==> config.mk <==
export PLATFORM = sky130hd
export DESIGN_NAME = ps2_host_tx_flat
export DESIGN_NICKNAME = d
export VERILOG_FILES = /design/src/rtl/ps2_host_tx_if.sv /design/src/rtl/ps2_host_tx.sv /design/src/flat_wrapper.sv
export SDC_FILE = /design/constraint.sdc
export NUM_CORES = 1
export LEC_CHECK = 0
export ABC_AREA = 1
export BUFFER_PORTS_ARGS = -buffer_cell sky130_fd_sc_hd__buf_2
export CORE_MARGIN = 10
export CORE_UTILIZATION = 35
export DETAILED_ROUTE_END_ITERATION = 10
export GPL_ROUTABILITY_DRIVEN = 1
export SLEW_MARGIN = 20
export SYNTH_ARGS = -nofsm -noshare
export SYNTH_HDL_FRONTEND = slang
export SYNTH_SLANG_ARGS = --single-unit
==> constraint.sdc <==
create_clock -name clk -period 4.4 [get_ports clk]
set_clock_uncertainty 0.1 [all_clocks]
set_input_delay 0.44 -clock clk [delete_from_list [all_inputs] [get_ports clk]]
set_output_delay 0.44 -clock clk [all_outputs]
set_load 0.005 [all_outputs]
==> src/rtl/ps2_host_tx_if.sv <==
// Handshake and open-drain pin bundle between ps2_host_tx and its environment.
// The slave side is the transmitter; the master side is the system/pin wrapper.
interface ps2_host_tx_if;
  logic [7:0] tx_data;
  logic       tx_valid;
  logic       tx_ready;
  logic       busy;
  logic       tx_done;
  logic       tx_err;
  logic       ps2_clk_in;
  logic       ps2_dat_in;
  logic       ps2_clk_oe;
  logic       ps2_dat_oe;

  modport master (
    output tx_data, tx_valid, ps2_clk_in, ps2_dat_in,
    input  tx_ready, busy, tx_done, tx_err, ps2_clk_oe, ps2_dat_oe
  );

  modport slave (
    input  tx_data, tx_valid, ps2_clk_in, ps2_dat_in,
    output tx_ready, busy, tx_done, tx_err, ps2_clk_oe, ps2_dat_oe
  );
endinterface

==> src/rtl/ps2_host_tx.sv <==
// PS/2 host-to-device command transmitter: inhibit, request-to-send, 11-bit frame
// clocked by the device, then ACK check. Both PS/2 lines are driven open-drain via _oe.
module ps2_host_tx #(
  parameter int INHIBIT_CYCLES = 5000,
  parameter int TIMEOUT_CYCLES = 750000,
  parameter int FILTER_LEN     = 8
) (
  input  logic         clk,
  input  logic         rst,
  ps2_host_tx_if.slave bus
);

  localparam int INH_W  = (INHIBIT_CYCLES > 1) ? $clog2(INHIBIT_CYCLES) : 1;
  localparam int TMO_W  = $clog2(TIMEOUT_CYCLES + 1);
  localparam int FILT_W = (FILTER_LEN > 1) ? $clog2(FILTER_LEN) : 1;

  localparam logic [INH_W-1:0]  INH_LAST  = INH_W'(INHIBIT_CYCLES - 1);
  localparam logic [TMO_W-1:0]  TMO_LAST  = TMO_W'(TIMEOUT_CYCLES - 1);
  localparam logic [TMO_W-1:0]  TMO_MAX   = TMO_W'(TIMEOUT_CYCLES);
  localparam logic [FILT_W-1:0] FILT_LAST = FILT_W'(FILTER_LEN - 1);

  typedef enum logic [3:0] {
    S_IDLE,
    S_INHIBIT,
    S_RTS,
    S_DATA,
    S_PARITY,
    S_STOP,
    S_ACK,
    S_WAIT_IDLE,
    S_ERR
  } state_e;

  state_e state_q, state_d;

  // Pin conditioning
  logic              clk_meta, clk_sync, dat_meta, dat_sync;
  logic              clk_filt, clk_filt_prev;
  logic [FILT_W-1:0] filt_cnt;
  logic              fall;

  // Datapath
  logic [7:0]       shift_q;
  logic             parity_q;
  logic [2:0]       bit_idx_q;
  logic [INH_W-1:0] inh_cnt_q;
  logic [TMO_W-1:0] tmo_cnt_q;

  // Registered outputs and their next values
  logic tx_ready_q, busy_q, tx_done_q, tx_err_q, clk_oe_q, dat_oe_q;
  logic tx_ready_d, busy_d, tx_done_d, tx_err_d, clk_oe_d, dat_oe_d;

  logic accept, inh_done, tmo_active, tmo_hit;

  // Lines idle high, so synchronizers and filter reset to 1 to avoid a spurious fall.
  // NOTE: sequential state uses non-blocking (<=) so every flop samples pre-edge values.
  always_ff @(posedge clk or posedge rst) begin
    if (rst) begin
      clk_meta      <= 1'b1;
      clk_sync      <= 1'b1;
      dat_meta      <= 1'b1;
      dat_sync      <= 1'b1;
      clk_filt      <= 1'b1;
      clk_filt_prev <= 1'b1;
      filt_cnt      <= '0;
    end else begin
      clk_meta      <= bus.ps2_clk_in;
      clk_sync      <= clk_meta;
      dat_meta      <= bus.ps2_dat_in;
      dat_sync      <= dat_meta;
      clk_filt_prev <= clk_filt;
      if (clk_sync == clk_filt) begin
        filt_cnt <= '0;
      end else if (filt_cnt == FILT_LAST) begin
        clk_filt <= clk_sync;
        filt_cnt <= '0;
      end else begin
        filt_cnt <= filt_cnt + 1'b1;
      end
    end
  end

  assign fall = clk_filt_prev & ~clk_filt;

  assign accept     = (state_q == S_IDLE) && bus.tx_valid && tx_ready_q;
  assign inh_done   = (inh_cnt_q == INH_LAST);
  assign tmo_active = state_q inside {S_RTS, S_DATA, S_PARITY, S_STOP, S_ACK, S_WAIT_IDLE};
  assign tmo_hit    = tmo_active && (tmo_cnt_q >= TMO_LAST);

  always_ff @(posedge clk or posedge rst) begin
    if (rst) begin
      shift_q   <= '0;
      parity_q  <= 1'b0;
      bit_idx_q <= '0;
      inh_cnt_q <= '0;
      tmo_cnt_q <= '0;
    end else if (accept) begin
      shift_q   <= bus.tx_data;
      parity_q  <= ~^bus.tx_data;
      bit_idx_q <= '0;
      inh_cnt_q <= '0;
      tmo_cnt_q <= '0;
    end else begin
      if (state_q == S_INHIBIT && !inh_done) inh_cnt_q <= inh_cnt_q + 1'b1;
      if (tmo_active && tmo_cnt_q != TMO_MAX) tmo_cnt_q <= tmo_cnt_q + 1'b1;
      // The fall leaving RTS already puts d0 on the line; each DATA fall puts the next bit.
      if (fall && !tmo_hit) begin
        unique case (state_q)
          S_RTS: begin
            shift_q   <= shift_q >> 1;
            bit_idx_q <= '0;
          end
          S_DATA: begin
            shift_q   <= shift_q >> 1;
            bit_idx_q <= bit_idx_q + 1'b1;
          end
          default: ;
        endcase
      end
    end
  end

  always_ff @(posedge clk or posedge rst) begin
    if (rst) begin
      state_q    <= S_IDLE;
      tx_ready_q <= 1'b1;
      busy_q     <= 1'b0;
      tx_done_q  <= 1'b0;
      tx_err_q   <= 1'b0;
      clk_oe_q   <= 1'b0;
      dat_oe_q   <= 1'b0;
    end else begin
      state_q    <= state_d;
      tx_ready_q <= tx_ready_d;
      busy_q     <= busy_d;
      tx_done_q  <= tx_done_d;
      tx_err_q   <= tx_err_d;
      clk_oe_q   <= clk_oe_d;
      dat_oe_q   <= dat_oe_d;
    end
  end

  // NOTE: every combinational output gets a default first, so no path leaves it unassigned (no latch).
  always_comb begin
    state_d = state_q;
    unique case (state_q)
      S_IDLE:      if (accept) state_d = S_INHIBIT;
      S_INHIBIT:   if (inh_done) state_d = S_RTS;
      S_RTS:       if (fall) state_d = S_DATA;
      S_DATA:      if (fall && bit_idx_q == 3'd6) state_d = S_PARITY;
      S_PARITY:    if (fall) state_d = S_STOP;
      S_STOP:      if (fall) state_d = S_ACK;
      S_ACK:       if (fall) state_d = dat_sync ? S_ERR : S_WAIT_IDLE;
      S_WAIT_IDLE: if (clk_filt && dat_sync) state_d = S_IDLE;
      S_ERR:       state_d = S_IDLE;
      default:     state_d = S_IDLE;
    endcase
    // A timeout overrides whatever the clock edge would have done this cycle.
    if (tmo_hit) state_d = S_ERR;
  end

  always_comb begin
    tx_ready_d = (state_d == S_IDLE);
    busy_d     = (state_d != S_IDLE);
    clk_oe_d   = (state_d == S_INHIBIT);
    tx_err_d   = (state_d == S_ERR);
    tx_done_d  = (state_q == S_WAIT_IDLE) && (state_d == S_IDLE);

    dat_oe_d = dat_oe_q;
    if (fall) begin
      unique case (state_q)
        S_RTS, S_DATA: dat_oe_d = ~shift_q[0];
        S_PARITY:      dat_oe_d = ~parity_q;
        S_STOP:        dat_oe_d = 1'b0;
        default:       ;
      endcase
    end
    unique case (state_d)
      S_IDLE, S_INHIBIT, S_ACK, S_WAIT_IDLE, S_ERR: dat_oe_d = 1'b0;
      S_RTS:                                        dat_oe_d = 1'b1;
      default:                                      ;
    endcase
  end

  assign bus.tx_ready   = tx_ready_q;
  assign bus.busy       = busy_q;
  assign bus.tx_done    = tx_done_q;
  assign bus.tx_err     = tx_err_q;
  assign bus.ps2_clk_oe = clk_oe_q;
  assign bus.ps2_dat_oe = dat_oe_q;

  a_done_err_exclusive: assert property (@(posedge clk) disable iff (rst) !(tx_done_q && tx_err_q));
  a_ready_busy_comp:    assert property (@(posedge clk) disable iff (rst) (tx_ready_q != busy_q));
  a_clk_dat_not_both:   assert property (@(posedge clk) disable iff (rst) !(clk_oe_q && dat_oe_q));

endmodule

==> src/flat_wrapper.sv <==
// flat-port wrapper written by rule: the top's interface ports become plain ports
module ps2_host_tx_flat 
#(
  parameter int INHIBIT_CYCLES = 5000,
  parameter int TIMEOUT_CYCLES = 750000,
  parameter int FILTER_LEN     = 8
)
  (clk, rst, bus_tx_data, bus_tx_valid, bus_ps2_clk_in, bus_ps2_dat_in, bus_tx_ready, bus_busy, bus_tx_done, bus_tx_err, bus_ps2_clk_oe, bus_ps2_dat_oe);
  ps2_host_tx_if bus_i ();
  input  logic clk;
  input  logic rst;
  input wire logic [$bits(bus_i.tx_data)-1:0] bus_tx_data;
  input wire logic [$bits(bus_i.tx_valid)-1:0] bus_tx_valid;
  input wire logic [$bits(bus_i.ps2_clk_in)-1:0] bus_ps2_clk_in;
  input wire logic [$bits(bus_i.ps2_dat_in)-1:0] bus_ps2_dat_in;
  output wire logic [$bits(bus_i.tx_ready)-1:0] bus_tx_ready;
  output wire logic [$bits(bus_i.busy)-1:0] bus_busy;
  output wire logic [$bits(bus_i.tx_done)-1:0] bus_tx_done;
  output wire logic [$bits(bus_i.tx_err)-1:0] bus_tx_err;
  output wire logic [$bits(bus_i.ps2_clk_oe)-1:0] bus_ps2_clk_oe;
  output wire logic [$bits(bus_i.ps2_dat_oe)-1:0] bus_ps2_dat_oe;
  assign bus_i.tx_data = bus_tx_data;
  assign bus_i.tx_valid = bus_tx_valid;
  assign bus_i.ps2_clk_in = bus_ps2_clk_in;
  assign bus_i.ps2_dat_in = bus_ps2_dat_in;
  assign bus_tx_ready = bus_i.tx_ready;
  assign bus_busy = bus_i.busy;
  assign bus_tx_done = bus_i.tx_done;
  assign bus_tx_err = bus_i.tx_err;
  assign bus_ps2_clk_oe = bus_i.ps2_clk_oe;
  assign bus_ps2_dat_oe = bus_i.ps2_dat_oe;
  ps2_host_tx #(.INHIBIT_CYCLES(INHIBIT_CYCLES), .TIMEOUT_CYCLES(TIMEOUT_CYCLES), .FILTER_LEN(FILTER_LEN)) u_core (.clk(clk), .rst(rst), .bus(bus_i));
endmodule
After elaboration in Yosys (flattened, before gate mapping):

Cells that the tools add are included.

* eq/ne operators: 17
* mux-type cells: 26
* $lt $le $gt $ge: 1
* add/subtract/negate cells: 4
* bitwise gates (word level): 5
* reductions and logical operators: 29

Operator list (number)
* $mux W20: 2
* $mux W4: 10
* $pmux W4 S8: 1
* $mux W13: 2
* $eq A4 B3 Y1 const B: 6
* $mux W8: 3
* $add A20 B1 Y20 const B: 1
* $ge A20 B20 Y1 const B: 1
* $ne A20 B20 Y1 const B: 1
* $add A13 B1 Y13 const B: 1
* $eq A13 B13 Y1 const B: 1
* $eq A4 B2 Y1 const B: 3
* $mux W3: 4
* $logic_and A1 B1 Y1: 9
* $eq A4 B1 Y1 const B: 2
* $logic_not A4 Y1: 2
* $reduce_and A2 Y1: 4
* $reduce_bool A2 Y1: 4
* $reduce_xnor A8 Y1: 1
* $add A3 B1 Y3 const B: 2
* $eq A3 B3 Y1 const B: 2
* $pmux W3 S2: 1
* $reduce_bool A3 Y1: 2
* $reduce_bool A6 Y1: 1
* 12 further kinds: 16

* output and inout bits: 6
* flip-flop bits (word level): 64

Logic depth before layout (Yosys ltp):

Gate-level depths: netlist of run 1.

* depth in word-level cells: 10
* depth in mapped cells: 12
* gate-level depth less buffers: 12

Worst setup path after synthesis of run 1:

No wires, ideal clock.

* path kind: register to register
* from: reg u_core.tmo_cnt_q[0]
* to: reg u_core.dat_oe_q (netlist: u_core.bus.ps2_dat_oe)
* cell stages (with the launch flop): 12
* setup time: 117 ps
* period minus slack after synthesis: 1718 ps
* slack: 2682 ps
* data arrival time: 1500 ps
* path through: dfrtp_1 > ha_1 > inv_1 > nor2_2 > nand3_1 > nand3_1 > nand2_4 > nand2_4 > nor2_1 > nand3_2 > nand3_1 > nand2_1

* word-level cells in the longest chain between the ends: 7

RTL lines
* start, declared: RTL line ps2_host_tx.sv:47 `logic [TMO_W-1:0] tmo_cnt_q;`
* start signal, assigned: RTL line ps2_host_tx.sv:105 `if (tmo_active && tmo_cnt_q != TMO_MAX) tmo_cnt_q <= tmo_cnt_q + 1'b1;`
* $ge A20 B20 Y1 *: RTL line ps2_host_tx.sv:88 `assign tmo_hit = tmo_active && (tmo_cnt_q >= TMO_LAST);`
* $logic_and A1 B1 Y1 *: RTL line ps2_host_tx.sv:88
* $mux W4 *: RTL line ps2_host_tx.sv:159 `if (tmo_hit) state_d = S_ERR;`
* named net u_core.state_d[3]: RTL line ps2_host_tx.sv:34 `state_e state_q, state_d;`
* $eq A4 B3 Y1 (tied with other cells): RTL line ps2_host_tx.sv:178 `unique case (state_d)`
* $reduce_or A5 Y1: RTL line ps2_host_tx.sv:178
* $reduce_bool A5 Y1 (no source line) or $reduce_bool A3 Y1 (tied branches)
* $reduce_and A2 Y1 (no source line)
* end signal, assigned: RTL line ps2_host_tx.sv:139 `dat_oe_q <= dat_oe_d;`
* end, declared: RTL line ps2_host_tx.sv:50 `logic tx_ready_q, busy_q, tx_done_q, tx_err_q, clk_oe_q, dat_oe_q;`

Mark *: on every way through the listed nets, which the timed path passes. The rest lies on a longest branch.
A chain may end at the register's enable or synchronous reset.

Final worst setup path of run 1:

* from: reg u_core.state_q[1]
* to: reg u_core.shift_q[6]

* word-level cells in the longest chain between the ends: 7

RTL lines
* start, declared: RTL line ps2_host_tx.sv:34
* start signal, assigned: RTL line ps2_host_tx.sv:133 `state_q <= state_d;`
* $eq A4 B2 Y1 or $eq A4 B3 Y1 (tied branches): RTL line ps2_host_tx.sv:87, ps2_host_tx.sv:108
* $reduce_bool A6 Y1: RTL line ps2_host_tx.sv:87 `assign tmo_active = state_q inside {S_RTS, S_DATA, S_PARITY, S_STOP, S_ACK, S_WAIT_IDLE};`
* $logic_and A1 B1 Y1: RTL line ps2_host_tx.sv:88
* $logic_not A1 Y1: RTL line ps2_host_tx.sv:107 `if (fall && !tmo_hit) begin`
* $logic_and A1 B1 Y1: RTL line ps2_host_tx.sv:107
* $reduce_bool A2 Y1 (no source line)
* $reduce_and A2 Y1 (no source line)
* end signal, assigned: RTL line ps2_host_tx.sv:98 `shift_q <= bus.tx_data;`
* end signal, assigned: RTL line ps2_host_tx.sv:110 `shift_q <= shift_q >> 1;`
* end signal, assigned: RTL line ps2_host_tx.sv:114 `shift_q <= shift_q >> 1;`
* end, declared: RTL line ps2_host_tx.sv:43 `logic [7:0] shift_q;`

Parallel ways exist; a longest one is shown, timed or not.

==> qor.csv, run 1 <==
metric,value,unit
Fillers,1063,
critical path cell sequence,nor2_1 > nand4_4 > inv_1 > o21ai_0 > nand2_1 > o21ai_2,
Avg Inst Size Synth,7.87,um2
hold crit path type,input pin to register,
Num CTS Buffers,9,
most frequent cells in the layout,"107 x nand2_1, 57 x dfrtp_1, 54 x inv_1",
peak supply drop,0.000217,V
Setup Buffers After CTS,0,
Slew Limit Fails,0,
Syn Inst Count,466,
hold_ws,0.0701,ns
Yosys cell types,37,
layout cell share with drive strength beyond 1,17.6,%
CP Capture Type,register,
Gate power share,20.7,%
status,"complete, no violations",
Layout area overhead,12.3,%
HPWL after DPL,5870,um
"CTS clk-pin slew, worst paths",0.08,ns
WL per Instance,12.6,um
Critical Path Start Type,register,
Crit Path Max Fanout,33,
Critical Setup Path Class,register to register,
routability cong.,0.895,
Worst path slowest cell,inv_1,
crit path DAT,2.54,ns
P_leak,1.90,nW
CORE AREA,0.0103,mm2
TNS Setup,0,ns
Slew headroom,45.7,%
first-pass GRT wire length,14000,um
root buffer cell,clkbuf_8,
worst-skew pair later-pin latency,0.35,ns
Worst-Margin Slew,0.814,ns
Initial DRT Pass Iterations,4,
# Max-Cap Violations,0,
Worst Path Required,4.54,ns
Total Wirelength,7920,um
Seq pwr share,45.9,%
Max Clk Rate,417,MHz
Die Ht,122,um
Sink Count,64,
register area share after synthesis,43.9,%
Placed Instances,614,
Initial Utilization,35.7,%
First DRT Iteration DRCs,169,
Post-DRT Antenna Nets,0,
port buffer count,18,
area of the multi-input gates,0.00177,mm2
clock period minus worst slack,2.40,ns
CTS Hold Buffers Added,0,
GRT overflow,0,
Avg Vias per Cell,4.84,
Final setup viols,0,
final net count,509,
CTS max path bufs,2,
Die X-Extent,122,um
initial antenna violation count,1,
total power,1.73,mW
largest net degree at the start of global routing,65,
TritonCTS clock tree,built,
Switch Pwr,554,uW
Yosys warnings,0,
Ports,19,
Sw Ratio,32.0,%
part of the cycle the worst path needs,54.5,%
Clock power frac,33.4,%
gr usage total,11.5,%
"most common cell after layout, fill and taps aside",nand2_1,
vias,3052,
Non-Filler Instances,630,
PwrDens,421,mW/mm2
flop and latch count out of synthesis,64,
row count,37,
"slowest stage delay, CP",0.65,ns
CTS resizes,0,
number of global-route vias before repair,2946,
drt drc,0,
register area,0.00161,mm2
synthesized area,0.00367,mm2
syn nets,486,
die footprint,0.0150,mm2
unrepaired setup endpoints after global routing,false,
H-tree level count,3,
Final Hold Fails,0,
# diodes,0,
internal power,1.18,mW
==> flip-flops by register name, summed over array words and instances (netlist names), 3 cells and up <==
register,flops
u_core.tmo_cnt_q,20
u_core.state_q,4
u_core.bit_idx_q,3
u_core.shift_q,8
u_core.filt_cnt,3
u_core.inh_cnt_q,13
==> cells in the mapped netlist, drive strengths merged <==
cell type	instances	area (um2)
a21oi	12	67.6
a31oi	3	18.8
and3	1	6.26
buf	6	40.0
clkbuf	1	3.75
dfrtp	57	1430
dfstp	7	184
ha	7	87.6
inv	64	240
nand2	114	465
nand3	39	213
nand4	12	90.1
nor2	60	265
nor3	14	85.1
nor3b	1	7.51
nor4	3	18.8
o21a	1	7.51
o21ai	38	224
o22ai	1	6.26
o311a	1	10.0
o31ai	6	45.0
or2	1	6.26
xnor2	8	70.1
xor2	9	78.8
==> logic make-up (layout without fill, tap and decap cells) <==
family          after synthesis  after routing  share of synthesized area (%)
compound gates               62             62                           10.3
xor+xnor                     17             17                           4.06
fa+ha+maj                     7              7                           2.39
buf+inv                      71             99                           7.74
flops                        64             64                           43.9
simple gates                245            245                           31.6
==> per-layer routing <==
metal,share of wire (%),vias up,track usage [%]
li1,-,1562,-
met1,50,1431,15.2
met2,45,46,17.1
met3,3.7,11,3.72
met4,1.2,2,4.42
met5,0.16,-,0
==> path summary, 6_finish.rpt <==
check / startpoint / to / slack (ns) / depth (start not counted)
hold reg to reg: u_core.clk_meta / u_core.clk_sync / 0.26 / 0
setup / recovery: u_core.state_q[1] / u_core.shift_q[6] / 2.00 / 6
min in group asynchronous: rst / u_core.inh_cnt_q[9] / 0.22 / 3
max in group asynchronous: rst / u_core.tmo_cnt_q[9] / 3.45 / 3
setup reg to reg: u_core.state_q[1] / u_core.shift_q[6] / 2.00 / 6
hold / removal: bus_ps2_dat_in / u_core.dat_meta / 0.07 / 1
==> power groups by stage <==
stage	Combinational, mW	Sequential, mW	Clock (mW)
6_report	0.358	0.796	0.578
5_1_grt	0.418	0.815	0.619
4_1_cts	0.364	0.796	0.597
3_5_place_dp	0.362	0.806	0
3_3_place_gp	0.353	0.803	0
2_1_floorplan	0.288	0.785	0
==> metrics by stage <==
step	util (%)	worst slack (ns)	area, um2
after global placement	37.9	2.07	3890
after floorplan	-	2.27	3670
after global routing	40.1	1.69	4120
final	40.1	2.00	4120
after CTS	40.1	1.96	4120
after detailed placement	37.9	1.98	3890
==> area by class of cell <==
cell class,instances,area share [%]
clock buffers,9,3.01
repair buffers,19,2.37
clock inverters,7,2.52
multi-input cells,331,43.0
well taps,136,4.13
inverters,64,5.83
flip-flops and latches,64,39.1
==> worst max-delay path, delay by kind of cell, from the launching register on <==
kind | cells | cell delay, ns
AO/OA/AOI/OAI | 2 | 0.22
buffers and inverters | 1 | 0.65
flip-flops | 1 | 0.44
AND/OR/NAND/NOR | 3 | 0.87
(Power assumes the default switching activity.)
==> inputs of run 2 (changes only) <==
==> constraint.sdc (replaced) <==
create_clock -name clk -period 2 [get_ports clk]
set_clock_uncertainty 0.1 [all_clocks]
set_input_delay 0.2 -clock clk [delete_from_list [all_inputs] [get_ports clk]]
set_output_delay 0.2 -clock clk [all_outputs]
set_load 0.005 [all_outputs]
==> qor.csv, run 2 (synthesis results as in run 1) <==
metric,value,unit
vias,3121,
Sink Count,64,
number of global-route vias before repair,3113,
Worst Path Required,2.15,ns
TritonCTS clock tree,built,
drt drc,0,
FF-to-FF End,u_core.bus.ps2_dat_oe,
Die Ht,122,um
row count,37,
status,"complete, no violations",
Total Wirelength,8110,um
CTS max path bufs,2,
Final Hold Fails,0,
Largest Register,u_core.tmo_cnt_q,
part of the cycle the worst path needs,93.0,%
Non-Filler Instances,647,
final net count,526,
Avg Vias per Cell,4.82,
first-pass GRT wire length,14100,um
port buffer count,18,
R2R depth,10,
HPWL after DPL,5900,um
# diodes,0,
"most common cell after layout, fill and taps aside",nand2_1,
H-tree level count,3,
PwrDens,872,mW/mm2
"setup slack, reg-to-reg",0.14,ns
Final Util,41.6,%
Die X-Extent,122,um
P_leak,1.97,nW
# Max-Cap Violations,0,
First DRT Iteration DRCs,267,
Slew Limit Fails,0,
routability cong.,0.887,
most frequent cells in the layout,"107 x nand2_1, 57 x dfrtp_1, 54 x inv_1",
Post-DRT Antenna Nets,0,
Slew headroom,69.0,%
hold crit path type,input pin to register,
Max Clk Rate,538,MHz
CP Capture Type,register,
largest net degree at the start of global routing,65,
clock period minus worst slack,1.86,ns
Ports,19,
Num CTS Buffers,9,
layout cell share with drive strength beyond 1,20.2,%
Crit Path Max Fanout,8,
gr usage total,11.6,%
root buffer cell,clkbuf_8,
CP endpoint,u_core.bus.ps2_dat_oe,
crit path DAT,2.01,ns
worst reg2reg path startpoint,u_core.inh_cnt_q[0],
peak supply drop,0.000427,V
Largest register FFs,20,
Fillers,1065,
Worst-Margin Slew,0.464,ns
Critical Path Start Type,register,
die footprint,0.0150,mm2
CORE AREA,0.0103,mm2
Largest regs,"u_core.tmo_cnt_q (20), u_core.inh_cnt_q (13), u_core.shift_q (8)",
Placed Instances,625,
initial antenna violation count,0,
CP Launch Point,u_core.inh_cnt_q[0],
worst-skew pair later-pin latency,0.35,ns
"CTS clk-pin slew, worst paths",0.08,ns
Initial DRT Pass Iterations,5,
Initial Utilization,35.7,%
Final setup viols,0,
GRT overflow,0,
WL per Instance,12.5,um
Layout area overhead,16.5,%
Critical Setup Path Class,register to register,
[run 2: changes by cell type in the layout (fill, tap and decap cells not counted), moves of 2 or more]
cell / before / now
buf_4: 1 / 13
clkbuf_8: 9 / 11
clkinv_2: 0 / 2
clkinv_4: 3 / 0
clkinvlp_4: 0 / 2
dlygate4sd3_1: 0 / 4
inv_6: 2 / 0
[run 2: cell type report]
class / count / area [um2] / share of cell area (%)
well taps: 136 / 170 / 3.98
clock buffers: 11 / 151 / 3.54
multi-input cells: 331 / 1800 / 42.1
repair buffers: 36 / 248 / 5.80
inverters: 64 / 240 / 5.62
clock inverters: 5 / 55.1 / 1.29
flip-flops and latches: 64 / 1610 / 37.7
[run 2: what timing repair did]
item,in CTS,in global routing
hold buffers,4,0
endpoints found under the setup margin,0,4
resized for setup,0,5
buffers inserted,0,2
hold endpoints to repair,60,0
[run 2: worst min path at each step]
stage | start | end | slack [ns] | cells after the start
floorplan | bus_ps2_clk_in | u_core.clk_meta | 0.10 | 0
global placement | rst | u_core.inh_cnt_q[5] | 0.20 | 3
detailed placement | rst | u_core.inh_cnt_q[5] | 0.20 | 3
CTS | bus_tx_data[4] | u_core.shift_q[4] | 0.09 | 5
global route | bus_tx_data[4] | u_core.shift_q[4] | 0.11 | 5
finish | bus_tx_data[4] | u_core.shift_q[4] | 0.1 | 5
[run 2: worst max-delay path, cell delays in order (launching register included)]
cell and delay, ns:
dfrtp_1 0.38, ha_1 0.21, nand2_1 0.06, nor2_1 0.15, nand3_2 0.14, nand2_4 0.15
nand3_1 0.10, o21ai_2 0.18, nand3_2 0.14, nand3_1 0.10, nand2_1 0.05
[run 2: power breakdown]
| part | switching [mW] | internal [mW] | leakage, nW | total (mW) |
|---|---|---|---|---|
| Clock | 0.525 | 0.639 | 0.101 | 1.16 |
| Sequential | 0.190 | 1.56 | 0.821 | 1.75 |
| Combinational | 0.473 | 0.339 | 1.05 | 0.812 |
[run 2: per-stage QoR]
stage	TNS (ns)	area [um2]	setup WS (ns)	power [mW]	hold slack, ns
6_report	0	4270	0.140	3.73	0.0965
5_1_grt	-0.00237	4270	-0.00237	3.99	0.112
4_1_cts	0	4230	0.0759	3.76	0.0929
2_1_floorplan	0	3670	0.113	2.36	0.104
3_5_place_dp	0	3990	0.125	2.58	0.199
3_3_place_gp	0	3990	0.207	2.56	0.198
[run 2: metal layers]
metal  up-vias  routed length [um]  global-route usage, %
met5         -                   0                      0
met4         0                  59                   3.98
met3         6                 383                   3.81
met2        63                3890                   18.8
met1      1461                3780                   14.4
li1       1591                   -                      -
